## config.mk

```make
export PLATFORM = sky130hd
export DESIGN_NAME = iob_ethoc_arb
export DESIGN_NICKNAME = d
export VERILOG_FILES = /design/src/rtl/iob_ethoc_pkg.sv /design/src/rtl/iob_ethoc_arb_rr.sv /design/src/rtl/iob_ethoc_arb.sv
export SDC_FILE = /design/constraint.sdc
export NUM_CORES = 1
export LEC_CHECK = 0
export ABC_AREA = 0
export BUFFER_PORTS_ARGS = -buffer_cell sky130_fd_sc_hd__buf_2
export CAP_MARGIN = 20
export CORE_AREA = 2 2 102 104
export DETAILED_ROUTE_END_ITERATION = 16
export DIE_AREA = 0 0 104 106
export GPL_TIMING_DRIVEN = 0
export PLACE_DENSITY = 0.72
export SLEW_MARGIN = 30
export SYNTH_ARGS = -nofsm -noshare
export SYNTH_HDL_FRONTEND = slang
export SYNTH_SLANG_ARGS = --single-unit
```

## constraint.sdc

```tcl
create_clock -name clk_i -period 4.1 [get_ports clk_i]
set_clock_uncertainty 0.2 [all_clocks]
set_input_delay 0.205 -clock clk_i [delete_from_list [all_inputs] [get_ports clk_i]]
set_output_delay 0.205 -clock clk_i [all_outputs]
set_load 0.02 [all_outputs]
```

## src/rtl/iob_ethoc_pkg.sv

```systemverilog
// Shared types and constants for the iob_ethoc register-port arbiter.
// Holds the arbiter state encoding and the read value returned on abort.
package iob_ethoc_pkg;

  typedef enum logic {
    ARB_IDLE = 1'b0,
    ARB_BUSY = 1'b1
  } arb_state_t;

  localparam int ARB_MAX_W = 1024;

  // Sliced to DATA_W by users; all ones flags an aborted read.
  localparam logic [ARB_MAX_W-1:0] ARB_ERR_DATA = '1;

endpackage

```

## src/rtl/iob_ethoc_arb_rr.sv

```systemverilog
// Two-input round-robin grant; holds which requester was served last.
// Ports: clk, rst (sync, high), req0/req1, upd/upd_gnt, gnt (0=m0), req_any.
module iob_ethoc_arb_rr (
  input  logic clk,
  input  logic rst,
  input  logic req0,
  input  logic req1,
  input  logic upd,
  input  logic upd_gnt,
  output logic gnt,
  output logic req_any
);

  logic last;

  // Reset to m1 so m0 wins the first tie.
  always_ff @(posedge clk) begin
    if (rst) begin
      last <= 1'b1;
    end else if (upd) begin
      last <= upd_gnt;
    end
  end

  assign req_any = req0 | req1;

  always_comb begin
    gnt = 1'b0;
    unique case (1'b1)
      req0 & req1:  gnt = ~last;
      ~req0 & req1: gnt = 1'b1;
      default:      gnt = 1'b0;
    endcase
  end

endmodule

```

## src/rtl/iob_ethoc_arb.sv

```systemverilog
// Shares the iob_ethoc MAC register port between two IOb masters.
// Ports: m0_*/m1_* IOb slaves, s_* IOb master, timeout_o/timeout_clr_i.
module iob_ethoc_arb
  import iob_ethoc_pkg::*;
#(
  parameter int ADDR_W  = 16,
  parameter int DATA_W  = 32,
  parameter int TIMEOUT = 255
) (
  input  logic                clk_i,
  input  logic                rst_i,
  input  logic                m0_valid_i,
  input  logic [ADDR_W-1:0]   m0_address_i,
  input  logic [DATA_W-1:0]   m0_wdata_i,
  input  logic [DATA_W/8-1:0] m0_wstrb_i,
  output logic [DATA_W-1:0]   m0_rdata_o,
  output logic                m0_ready_o,
  input  logic                m1_valid_i,
  input  logic [ADDR_W-1:0]   m1_address_i,
  input  logic [DATA_W-1:0]   m1_wdata_i,
  input  logic [DATA_W/8-1:0] m1_wstrb_i,
  output logic [DATA_W-1:0]   m1_rdata_o,
  output logic                m1_ready_o,
  output logic                s_valid_o,
  output logic [ADDR_W-1:0]   s_address_o,
  output logic [DATA_W-1:0]   s_wdata_o,
  output logic [DATA_W/8-1:0] s_wstrb_o,
  input  logic [DATA_W-1:0]   s_rdata_i,
  input  logic                s_ready_i,
  output logic                timeout_o,
  input  logic                timeout_clr_i
);

  localparam int CNT_W = $clog2(TIMEOUT + 1);
  localparam logic [CNT_W-1:0] CNT_LAST = CNT_W'(TIMEOUT - 1);

  arb_state_t       state;
  logic             g;
  logic             gnt;
  logic             req_any;
  logic [CNT_W-1:0] cnt;
  logic             busy;
  logic             expire;
  logic             fin;
  logic [DATA_W-1:0] rsp;

  assign busy   = (state == ARB_BUSY);
  assign expire = (cnt == CNT_LAST);

  // A reset cycle kills the pending access without completing it.
  assign fin = busy & (s_ready_i | expire) & ~rst_i;

  // MAC response wins a tie with the timeout.
  assign rsp = s_ready_i ? s_rdata_i : ARB_ERR_DATA[DATA_W-1:0];

  assign m0_ready_o = fin & ~g;
  assign m1_ready_o = fin & g;
  assign m0_rdata_o = m0_ready_o ? rsp : '0;
  assign m1_rdata_o = m1_ready_o ? rsp : '0;

  iob_ethoc_arb_rr u_rr (
    .clk     (clk_i),
    .rst     (rst_i),
    .req0    (m0_valid_i),
    .req1    (m1_valid_i),
    .upd     (fin),
    .upd_gnt (g),
    .gnt     (gnt),
    .req_any (req_any)
  );

  always_ff @(posedge clk_i) begin
    if (rst_i) begin
      state       <= ARB_IDLE;
      g           <= 1'b0;
      cnt         <= '0;
      s_valid_o   <= 1'b0;
      s_address_o <= '0;
      s_wdata_o   <= '0;
      s_wstrb_o   <= '0;
      timeout_o   <= 1'b0;
    end else begin
      // A later set in this block overrides the clear.
      if (timeout_clr_i) begin
        timeout_o <= 1'b0;
      end
      unique case (state)
        ARB_IDLE: begin
          if (req_any) begin
            state       <= ARB_BUSY;
            g           <= gnt;
            cnt         <= '0;
            s_valid_o   <= 1'b1;
            s_address_o <= gnt ? m1_address_i : m0_address_i;
            s_wdata_o   <= gnt ? m1_wdata_i : m0_wdata_i;
            s_wstrb_o   <= gnt ? m1_wstrb_i : m0_wstrb_i;
          end
        end
        ARB_BUSY: begin
          if (fin) begin
            state     <= ARB_IDLE;
            s_valid_o <= 1'b0;
            if (!s_ready_i) begin
              timeout_o <= 1'b1;
            end
          end else if (!expire) begin
            cnt <= cnt + CNT_W'(1);
          end
        end
      endcase
    end
  end

endmodule
```

==> results.yml, run 1 <==
power:
  power.total_mw: 1.76
  ir_worst_vdd_v: 0.000184
  p_per_area_nw_per_um2: 327
  leakagePower_nw: 2.74
clocking:
  postCtsSetupRepairBufs: 0
  cts.root.buffer_cell: "clkbuf_8"
  h-tree-depth: 3
  clkLatencyLatePin_ps: 340
  clk_pin_slew_ps: 70
  numCtsBuffers: 9
  cts.sinks: 65
  cts_buffer_depth: 2
  cts_tree: "done"
floorplanning:
  ios: 262
  die_w_um: 104
  start_util_pct: 35.5
  dieArea_um2: 11000
  fp.dieH_um: 106
  rows: 37
  core_um2: 10000
timing:
  setup_slack_ps: 1350
  finalSetupViolCount: 0
  max_freq_mhz: 364
  period_needed_ps: 2750
  finalHoldViolCount: 0
  rsz0062_at_grt: "no"
  finalSetupTns_ps: 0
  relSlewSlack_pct: 53.5
  tightest_slew_ps: 695
  drv_slew: 0
  fin_crit_sh_pct: 67.1
cells_and_area:
  mostFrequentLayoutCell: "buf_2"
  area_delta_synth_final_pct: 51.2
  finalNonFillerCells: 844
  antenna_cells: 0
  layout-drive-gt1-share_pct: 45.2
  fin_nets: 847
  fin_util_pct: 53.7
  fillers: 950
  final_cell_mix: "buf_2, nor2_1, dfxtp_1, a211oi_1, mux2i_1"
placement:
  post-place-ws_ps: 1690
  io_buffers: 260
  place_congestion: 0.973
  hpwl_um: 9560
  placed_cells: 814
logic_synthesis:
  muxShareOfSynthArea_pct: 14.9
  synth_edf_count: 0
  synth-simple-area-share_pct: 25.5
  avgSynthCellArea_um2: 8.50
  synth_fa_ha_area_share_pct: 0.704
  yosysWarnings: 0
  synth_xor_area_share_pct: 0
  synth-compound-area-share_pct: 16.1
  yosys-top-cells-area: "dfxtp_1, mux2i_1, nor2_1"
  synthFlopType: "dfxtp_1"
  synth_area_leader_cell: "dfxtp_1"
  synth.net_count: 562
  synth_top_family_by_area: "simple AND/OR/NAND/NOR gates"
  synth_cell_type_count: 42
  netlist.area_leader.share_pct: 36.6
  netlist_area_um2: 3550
  ys_seq_area_share_pct: 36.6
  ys_seq_elements: 65
  synthCells: 418
  ys_async_sr_fraction_pct: 0
status:
  outcome: "complete, no violations"
setup_path:
  slowest_stage: "or3b_1"
  critical_path_buf_inv_count: 4
  r2r_slack_ps: 1700
  cp_top_family: "simple AND/OR/NAND/NOR gates"
  worstPathRequired_ps: 3690
  r2r_end: "s_address_o[10]$_SDFFE_PP0P_"
  cpMostUsedCell: "buf_6"
  worst_setup_path_start_kind: "register"
  path_class: "reg -> out"
  reg2reg_depth: 6
  cp_cell_sequence: "inv_1 > ha_1 > nand4_2 > o21ai_2 > or3b_1 > buf_6 > buf_6 > nor2_2 > buf_2"
  max_stage_delay_ps: 380
  crit_path_end_kind: "primary output"
  r2r-start: "u_rr.last$_SDFFE_PP1P_"
  worstPathArrival_ps: 2340
  path_max_fanout: 10
worst_hold_path:
  hold_end: "s_wdata_o[26]$_SDFFE_PP0P_"
  worstHoldStart: "m0_wdata_i[26]"
  holdCritPathClass: "in -> reg"
  hold_path_depth: 3
grt:
  grt_util_all_layers_pct: 21.0
  antenna_found_initial: 0
  grt_max_degree: 11
  grt_pass1_wl_um: 18800
  grt_pass1_vias: 4014
  grt-ovfl-total: 0
drt:
  vias_per_cell: 4.84
  wire_per_inst_um: 14.3
  ant_nets: 0
  wl_um: 12100
  num_vias: 4082
  drc: 0
  drt_iter0_markers: 216
  dr.pass1.iters: 4
run:
  maxCapViolations: 0
==> stage by stage <==
step	hold WS (ps)	area, µm²
after floorplan	186	3550
after global placement	261	5030
after detailed placement	280	5030
after CTS	0.0401	5370
after global routing	14.7	5370
final	8.73	5370
==> where the power goes <==
| part | leakage [nW] | internal (mW) | switching [mW] |
|---|---|---|---|
| clock | 0.107 | 0.330 | 0.236 |
| sequential | 0.538 | 0.687 | 0.0284 |
| combinational | 2.09 | 0.194 | 0.283 |
==> cell type report <==
class	instances	area [µm²]	share of cell area (%)
clock buffers	14	173	3.21
plain buffers	37	195	3.63
repair buffers	274	1440	26.8
flip-flops and latches	65	1300	24.2
well taps	136	170	3.17
multi-input cells	309	2030	37.8
clock inverters	2	35.0	0.652
inverters	7	26.3	0.489
==> worst max path at each step <==
stage                                    from             end  slack [ps]  cells past startpoint
after floorplan           cnt[0]$_SDFFE_PP0P_  m0_rdata_o[10]        1970                      8
after global placement    cnt[0]$_SDFFE_PP0P_   m0_rdata_o[6]        1720                      9
after detailed placement  cnt[0]$_SDFFE_PP0P_   m0_rdata_o[6]        1690                      9
after CTS                 cnt[0]$_SDFFE_PP0P_   m0_rdata_o[6]        1310                      9
after global routing      cnt[0]$_SDFFE_PP0P_  m1_rdata_o[15]        1180                      8
final                     cnt[0]$_SDFFE_PP0P_   m0_rdata_o[6]        1350                      9
==> sequential cells by signal (all words and copies together), names as in the netlist <==
name         cells
s_address_o     16
s_wdata_o       32
g                1
busy             1
u_rr.last        1
s_wstrb_o        4
s_valid_o        1
cnt              8
timeout_o        1
==> logic make-up after synthesis <==
kind of cell,Yosys count
AOI/OAI and AO/OA,78
adders and majority gates,2
buffers and inverters,44
DFF,65
muxes,53
and+or+nand+nor,176
==> what timing repair did <==
item | CTS | global route
endpoints found under the hold margin | 10 | 0
resized for setup | 0 | 0
hold buffers | 14 | 0
==> cell usage after synthesis, drive strengths merged (2+ instances only) <==
cell	count
a211oi	53
a21oi	7
a41oi	2
buf	14
clkbuf	23
dfxtp	65
ha	2
inv	6
mux2i	53
nand2	4
nand3	3
nand3b	3
nand4	2
nor2	153
o21a	2
o21ai	5
or3	2
or3b	2
or4	2
==> worst min-delay path, stage by stage <==
cell      delay [ps]
buf_2             90
mux2i_1          120
a211oi_1          80
==> layer usage <==
| layer | global-route usage (%) | part of all wire, % | wire (µm) |
|---|---|---|---|
| met1 | 21.4 | 37 | 4450 |
| met3 | 3.92 | 6.7 | 811 |
| met4 | 9.94 | 2.6 | 314 |
| met5 | 0 | 0 | 0 |
| met2 | 41.2 | 54 | 6490 |
Note: power is estimated with default switching activity, not from simulation.
==> run 2, diff against run 1 <==
--- a/config.mk
+++ b/config.mk
@@ -5,14 +5,14 @@
 export SDC_FILE = /design/constraint.sdc
 export NUM_CORES = 1
 export LEC_CHECK = 0
-export ABC_AREA = 0
+export ABC_AREA = 1
 export BUFFER_PORTS_ARGS = -buffer_cell sky130_fd_sc_hd__buf_2
 export CAP_MARGIN = 20
-export CORE_AREA = 2 2 102 104
+export CORE_MARGIN = 2
+export CORE_UTILIZATION = 37
 export DETAILED_ROUTE_END_ITERATION = 16
-export DIE_AREA = 0 0 104 106
 export GPL_TIMING_DRIVEN = 0
-export PLACE_DENSITY = 0.72
+export PLACE_DENSITY = 0.77
 export SLEW_MARGIN = 30
 export SYNTH_ARGS = -nofsm -noshare
 export SYNTH_HDL_FRONTEND = slang
==> constraint.sdc (replaced) <==
create_clock -name clk_i -period 2.45 [get_ports clk_i]
set_clock_uncertainty 0.2 [all_clocks]
set_input_delay 0.1225 -clock clk_i [delete_from_list [all_inputs] [get_ports clk_i]]
set_output_delay 0.1225 -clock clk_i [all_outputs]
set_load 0.02 [all_outputs]
==> run 2 against run 1 <==
Synthesized area fell by 2.4%. Critical endpoint is now m0_rdata_o[19]. Worst setup slack lost 1300 ps. Highest routed layer unchanged. First-iteration DRC count up 44%. Combinational power increased by 110%. Flip-flop and latch count is the same. Count of clock-buffer cells in the layout is 4 lower.
==> results.yml, run 2 <==
status:
  outcome: "complete, no violations"
floorplanning:
  die_w_um: 101
  rows: 35
  ios: 262
  fp.dieH_um: 101
  start_util_pct: 37.9
  core_um2: 9150
  dieArea_um2: 10200
logic_synthesis:
  synth_cell_type_count: 24
  synth_area_leader_cell: "dfxtp_1"
  netlist_area_um2: 3470
  synth_edf_count: 0
  avgSynthCellArea_um2: 6.80
  yosysWarnings: 0
  synthCells: 510
  ys_seq_area_share_pct: 37.5
  synth.most_common_cell: "nand2_1"
  netlist.area_leader.share_pct: 37.5
  ys_seq_elements: 65
  synthFlopType: "dfxtp_1"
  yosys-top-cells-area: "dfxtp_1, nand2_1, a31oi_1"
  post_synth_most_frequent_cells: "nand2_1, dfxtp_1, o21ai_0"
  ys_async_sr_fraction_pct: 0
  synth.net_count: 654
drt:
  vias_per_cell: 5.42
  num_vias: 5497
  dr.pass1.iters: 8
  wl_met2_um: 8720
  wire_per_inst_um: 17.3
  dr_wl_met3_um: 1760
  ant_nets: 0
  met1_length_um: 5980
  wl_um: 17600
  drc: 0
  drt_iter0_markers: 310
  top_layer: "met4"
setup_path:
  critical_path_buf_inv_count: 4
  r2r_slack_ps: 180
  crit_path_end_kind: "primary output"
  path_class: "reg -> out"
  r2r-start: "busy$_SDFF_PP0_"
  reg2reg_depth: 6
  cpMostUsedCell: "nand2_2"
  cp_cell_sequence: "inv_4 > ha_4 > nand2_2 > nor2_2 > nand2_2 > nand2_2 > nand2_2 > or2_1 > buf_6 > clkbuf_16 > a21oi_4 > buf_6"
  worstPathArrival_ps: 2080
  path_max_fanout: 8
  worst_setup_path_start_kind: "register"
  max_stage_delay_ps: 360
  worstPathRequired_ps: 2130
  r2r_end: "busy$_SDFF_PP0_"
  cp_top_family: "simple AND/OR/NAND/NOR gates"
  slowest_stage: "dfxtp_4"
cells_and_area:
  stdcell_area_um2: 6600
  layout-drive-gt1-share_pct: 37.3
  area_delta_synth_final_pct: 90.3
  final_cell_mix: "buf_2, nand2_1, dlygate4sd3_1, dfxtp_1, o21ai_0"
  top_regs: "s_wdata_o: 32 flops, s_address_o: 16 flops, cnt: 8 flops"
  finalNonFillerCells: 1015
  mostFrequentLayoutCell: "buf_2"
  largest_reg_flops: 32
  top_register: "s_wdata_o"
  fin_nets: 1042
clocking:
  clkLatencyLatePin_ps: 340
  numCtsBuffers: 9
  h-tree-depth: 3
  clk_pin_slew_ps: 70
  cts_buffer_depth: 2
  cts.sinks: 65
  cts.root.buffer_cell: "clkbuf_8"
  cts_tree: "done"
power:
  leakagePower_nw: 3.30
  ir_worst_vdd_v: 0.000513
  p_per_area_nw_per_um2: 485
grt:
  grt_max_degree: 13
  grt_util_all_layers_pct: 31.3
  grt-ovfl-total: 0
  antenna_found_initial: 1
  grt_pass1_wl_um: 25000
  grt_pass1_vias: 5142
worst_hold_path:
  holdCritPathClass: "in -> reg"
  hold_path_depth: 5
  hold_end: "u_rr.last$_SDFFE_PP1P_"
  worstHoldStart: "s_ready_i"
placement:
  hpwl_um: 9890
  placed_cells: 882
  place_congestion: 0.816
  placed_area_um2: 4910
  io_buffers: 261
timing:
  period_needed_ps: 2410
  tightest_slew_ps: 998
  finalHoldViolCount: 0
  finalSetupViolCount: 0
  drv_slew: 0
  rsz0062_at_grt: "yes"
  max_freq_mhz: 416
  fin_crit_sh_pct: 98.2
  relSlewSlack_pct: 33.4
run:
  maxCapViolations: 0
-- run 2: cells by family (layout without fill, tap and decap cells) --
logic type	count (synthesis)	in the layout	synth area share [%]
compound gates	185	185	31.9
xor+xnor	1	1	0.253
fa+ha+maj	2	2	0.721
buf+inv	91	484	10.9
flops	65	65	37.5
other cells	0	1	0
simple gates	166	166	18.8
-- run 2: report_power, final --
group	total [mW]	leakage, nW	switching [mW]	internal (mW)
Sequential	1.20	0.540	0.0521	1.15
Clock	1.02	0.111	0.440	0.579
Combinational	0.982	2.65	0.573	0.410
Total	3.20	3.30	1.06	2.14
-- run 2: per-stage QoR --
step	utilization, %	TNS (ps)	power [mW]	hold WS (ps)	setup WS, ps
after floorplan	-	0	1.64	83.4	553
after global placement	53.7	0	1.95	190	324
after detailed placement	53.7	0	1.95	192	288
after CTS	68.2	0	3.09	54.0	2.39
after global routing	72.1	-939	3.32	147	-98.9
final	72.1	0	3.20	80.9	44.0
-- run 2: worst max-delay path by stage --
stage / start / endpoint / slack (ps) / depth (start not counted)
finish: cnt[0]$_SDFFE_PP0P_ / m0_rdata_o[19] / 40 / 12
global route: cnt[0]$_SDFFE_PP0P_ / m1_rdata_o[19] / -100 / 10
CTS: cnt[1]$_SDFFE_PP0P_ / m0_rdata_o[21] / 2 / 11
detailed placement: busy$_SDFF_PP0_ / s_address_o[5]$_SDFFE_PP0P_ / 290 / 4
global placement: cnt[0]$_SDFFE_PP0P_ / m0_rdata_o[19] / 320 / 12
floorplan: cnt[0]$_SDFFE_PP0P_ / m0_rdata_o[10] / 550 / 11
-- run 2: timing repair --
item | 4_1_cts | 5_1_grt
hold endpoints to repair | 55 | 0
pin swaps | 0 | 2
setup endpoints to repair | 5 | 81
hold buffers | 109 | 0
buffers inserted | 0 | 6
cloned | 0 | 1
resized for setup | 6 | 79
-- run 2: area by class of cell --
type	count	area (µm²)
repair buffers	377	2600
fillers	622	2550
multi-input cells	354	1920
flip-flops and latches	65	1310
plain buffers	42	223
inverters	49	190
well taps	111	139
clock buffers	10	128
clock inverters	6	91.3
diodes	1	2.50
-- run 2: layer usage --
layer,GRT usage (%),vias to the layer above
met3,8.81,93
met5,0,-
met2,54.2,430
li1,-,2486
met4,20.2,0
met1,33.0,2488
-- run 2: tightest hold or removal path, stage by stage --
cell,delay [ps]
buf_2,100
nand2_1,110
nand3_1,130
o21ai_0,80
inv_1,50
==> run 3, diff against run 2 <==
==> constraint.sdc (replaced) <==
create_clock -name clk_i -period 2 [get_ports clk_i]
set_clock_uncertainty 0.2 [all_clocks]
set_input_delay 0.1 -clock clk_i [delete_from_list [all_inputs] [get_ports clk_i]]
set_output_delay 0.1 -clock clk_i [all_outputs]
set_load 0.02 [all_outputs]
==> run 3 against run 2 <==
The flow now finishes with violations (negative setup slack). Hold slack improved by 2.1 ps. Power rose by 22%. Final cell count hardly changed. Clock power is 23% higher. Critical path depth unchanged. Global-route usage increased by 0.54 points. Largest cell class unchanged. Largest power group unchanged.
==> results.yml, run 3 (synthesis results as in run 2) <==
cells_and_area:
  mostFrequentLayoutCell: "buf_2"
  finalNonFillerCells: 1014
  fin_nets: 1041
  area_delta_synth_final_pct: 89.0
  final_cell_mix: "buf_2, nand2_1, dlygate4sd3_1, dfxtp_1, o21ai_0"
  top_register: "s_wdata_o"
  layout-drive-gt1-share_pct: 37.7
  top_regs: "s_wdata_o: 32 flops, s_address_o: 16 flops, cnt: 8 flops"
  largest_reg_flops: 32
floorplanning:
  core_um2: 9150
  ios: 262
  rows: 35
  fp.dieH_um: 101
  start_util_pct: 37.9
  dieArea_um2: 10200
  die_w_um: 101
timing:
  relSlewSlack_pct: 43.1
  finalSetupViolCount: 105
  rsz0062_at_grt: "yes"
  fin_crit_sh_pct: 113
  setup_slack_ps: -256
  drv_slew: 0
  finalHoldViolCount: 0
  max_freq_mhz: 443
  period_needed_ps: 2260
  tightest_slew_ps: 854
clocking:
  numCtsBuffers: 9
  cts.sinks: 65
  cts_tree: "done"
  cts.root.buffer_cell: "clkbuf_8"
  h-tree-depth: 3
  cts_buffer_depth: 2
  clk_pin_slew_ps: 80
  clkLatencyLatePin_ps: 330
drt:
  ant_nets: 0
  drc: 0
  wire_per_inst_um: 17.1
  dr.pass1.iters: 7
  wl_um: 17300
  drt_iter0_markers: 263
  top_layer: "met4"
  num_vias: 5414
  wl_met2_um: 8590
  met1_length_um: 5750
  dr_wl_met3_um: 1790
  vias_per_cell: 5.34
placement:
  io_buffers: 261
  hpwl_um: 9890
  place_congestion: 0.816
  placed_cells: 882
grt:
  grt_pass1_vias: 5222
  grt_pass1_wl_um: 25500
  antenna_found_initial: 1
  grt_util_all_layers_pct: 31.8
  grt_max_degree: 13
  grt-ovfl-total: 0
power:
  p_per_area_nw_per_um2: 596
  ir_worst_vdd_v: 0.000629
  leakagePower_nw: 3.29
  power.total_mw: 3.91
setup_path:
  crit_path_end_kind: "primary output"
  reg2reg_depth: 4
  r2r_end: "s_wdata_o[20]$_SDFFE_PP0P_"
  path_max_fanout: 10
  worstPathRequired_ps: 1700
  r2r-start: "busy$_SDFF_PP0_"
  r2r_slack_ps: -240
  worstPathArrival_ps: 1960
  worst_setup_path_start_kind: "register"
  path_class: "reg -> out"
run:
  maxCapViolations: 0
worst_hold_path:
  holdCritPathClass: "in -> reg"
  hold_path_depth: 3
  worstHoldStart: "rst_i"
  hold_end: "timeout_o$_SDFF_PP0_"
status:
  violations: "negative setup slack"
  outcome: "finished with violations"
run 3: how the worst max path moves through the flow:
stage                                    from                     endpoint  slack, ps
final                     cnt[0]$_SDFFE_PP0P_                m0_rdata_o[8]       -260
after detailed placement      busy$_SDFF_PP0_  s_address_o[5]$_SDFFE_PP0P_       -160
after CTS                 cnt[0]$_SDFFE_PP0P_               m0_rdata_o[19]       -300
after floorplan           cnt[0]$_SDFFE_PP0P_               m0_rdata_o[10]        130
after global placement        busy$_SDFF_PP0_  s_address_o[3]$_SDFFE_PP0P_       -110
after global routing      cnt[0]$_SDFFE_PP0P_               m0_rdata_o[24]       -380
run 3: power breakdown:
| group | switching (mW) | internal (mW) |
|---|---|---|
| logic | 0.691 | 0.498 |
| clock network | 0.536 | 0.709 |
| registers | 0.0613 | 1.41 |
run 3: through the flow:
step | instance area, µm² | setup WS, ps | util [%] | setup TNS (ps) | hold WS (ps)
CTS | 6460 | -305 | 70.6 | -21120 | 39.5
finish | 6560 | -256 | 71.6 | -19060 | 83.0
detailed placement | 4910 | -162 | 53.7 | -7050 | 169
global route | 6560 | -381 | 71.6 | -34100 | 113
global placement | 4910 | -110 | 53.7 | -5060 | 167
floorplan | 3470 | 125 | - | 0 | 60.9
run 3: timing repair:
item / in CTS / in global routing
cloned: 1 / 0
setup endpoints to repair: 111 / 127
resized for setup: 63 / 20
pin swaps: 4 / 4
endpoints found under the hold margin: 54 / 0
hold buffers: 108 / 0
setup buffers: 4 / 2
run 3: area by class of cell:
cell class                      instances  area (µm²)
Fill cell                             628        2600
Sequential cell                        65        1310
Inverter                               49         184
Buffer                                 42         225
Multi-Input combinational cell        354        1870
Antenna cell                            1        2.50
Tap cell                              111         139
Clock inverter                          6        91.3
Clock buffer                           10         128
Timing Repair Buffer                  376        2610
run 3: per-layer routing:
metal  GRT usage (%)  vias up
li1                -     2479
met1            33.4     2413
met2            55.8      426
met3            8.81       96
met4            20.0        0
met5               0        -
run 3: worst max-delay path: stages, from the launching register on:
cell and delay [ps]:
dfxtp_2 320, inv_2 70, ha_4 130, nand2_2 50, nor2_2 90, nand2_2 60, nand2_2 60, nand2_2 50
or2_1 210, buf_6 160, buf_12 160, a21oi_4 130, buf_6 140
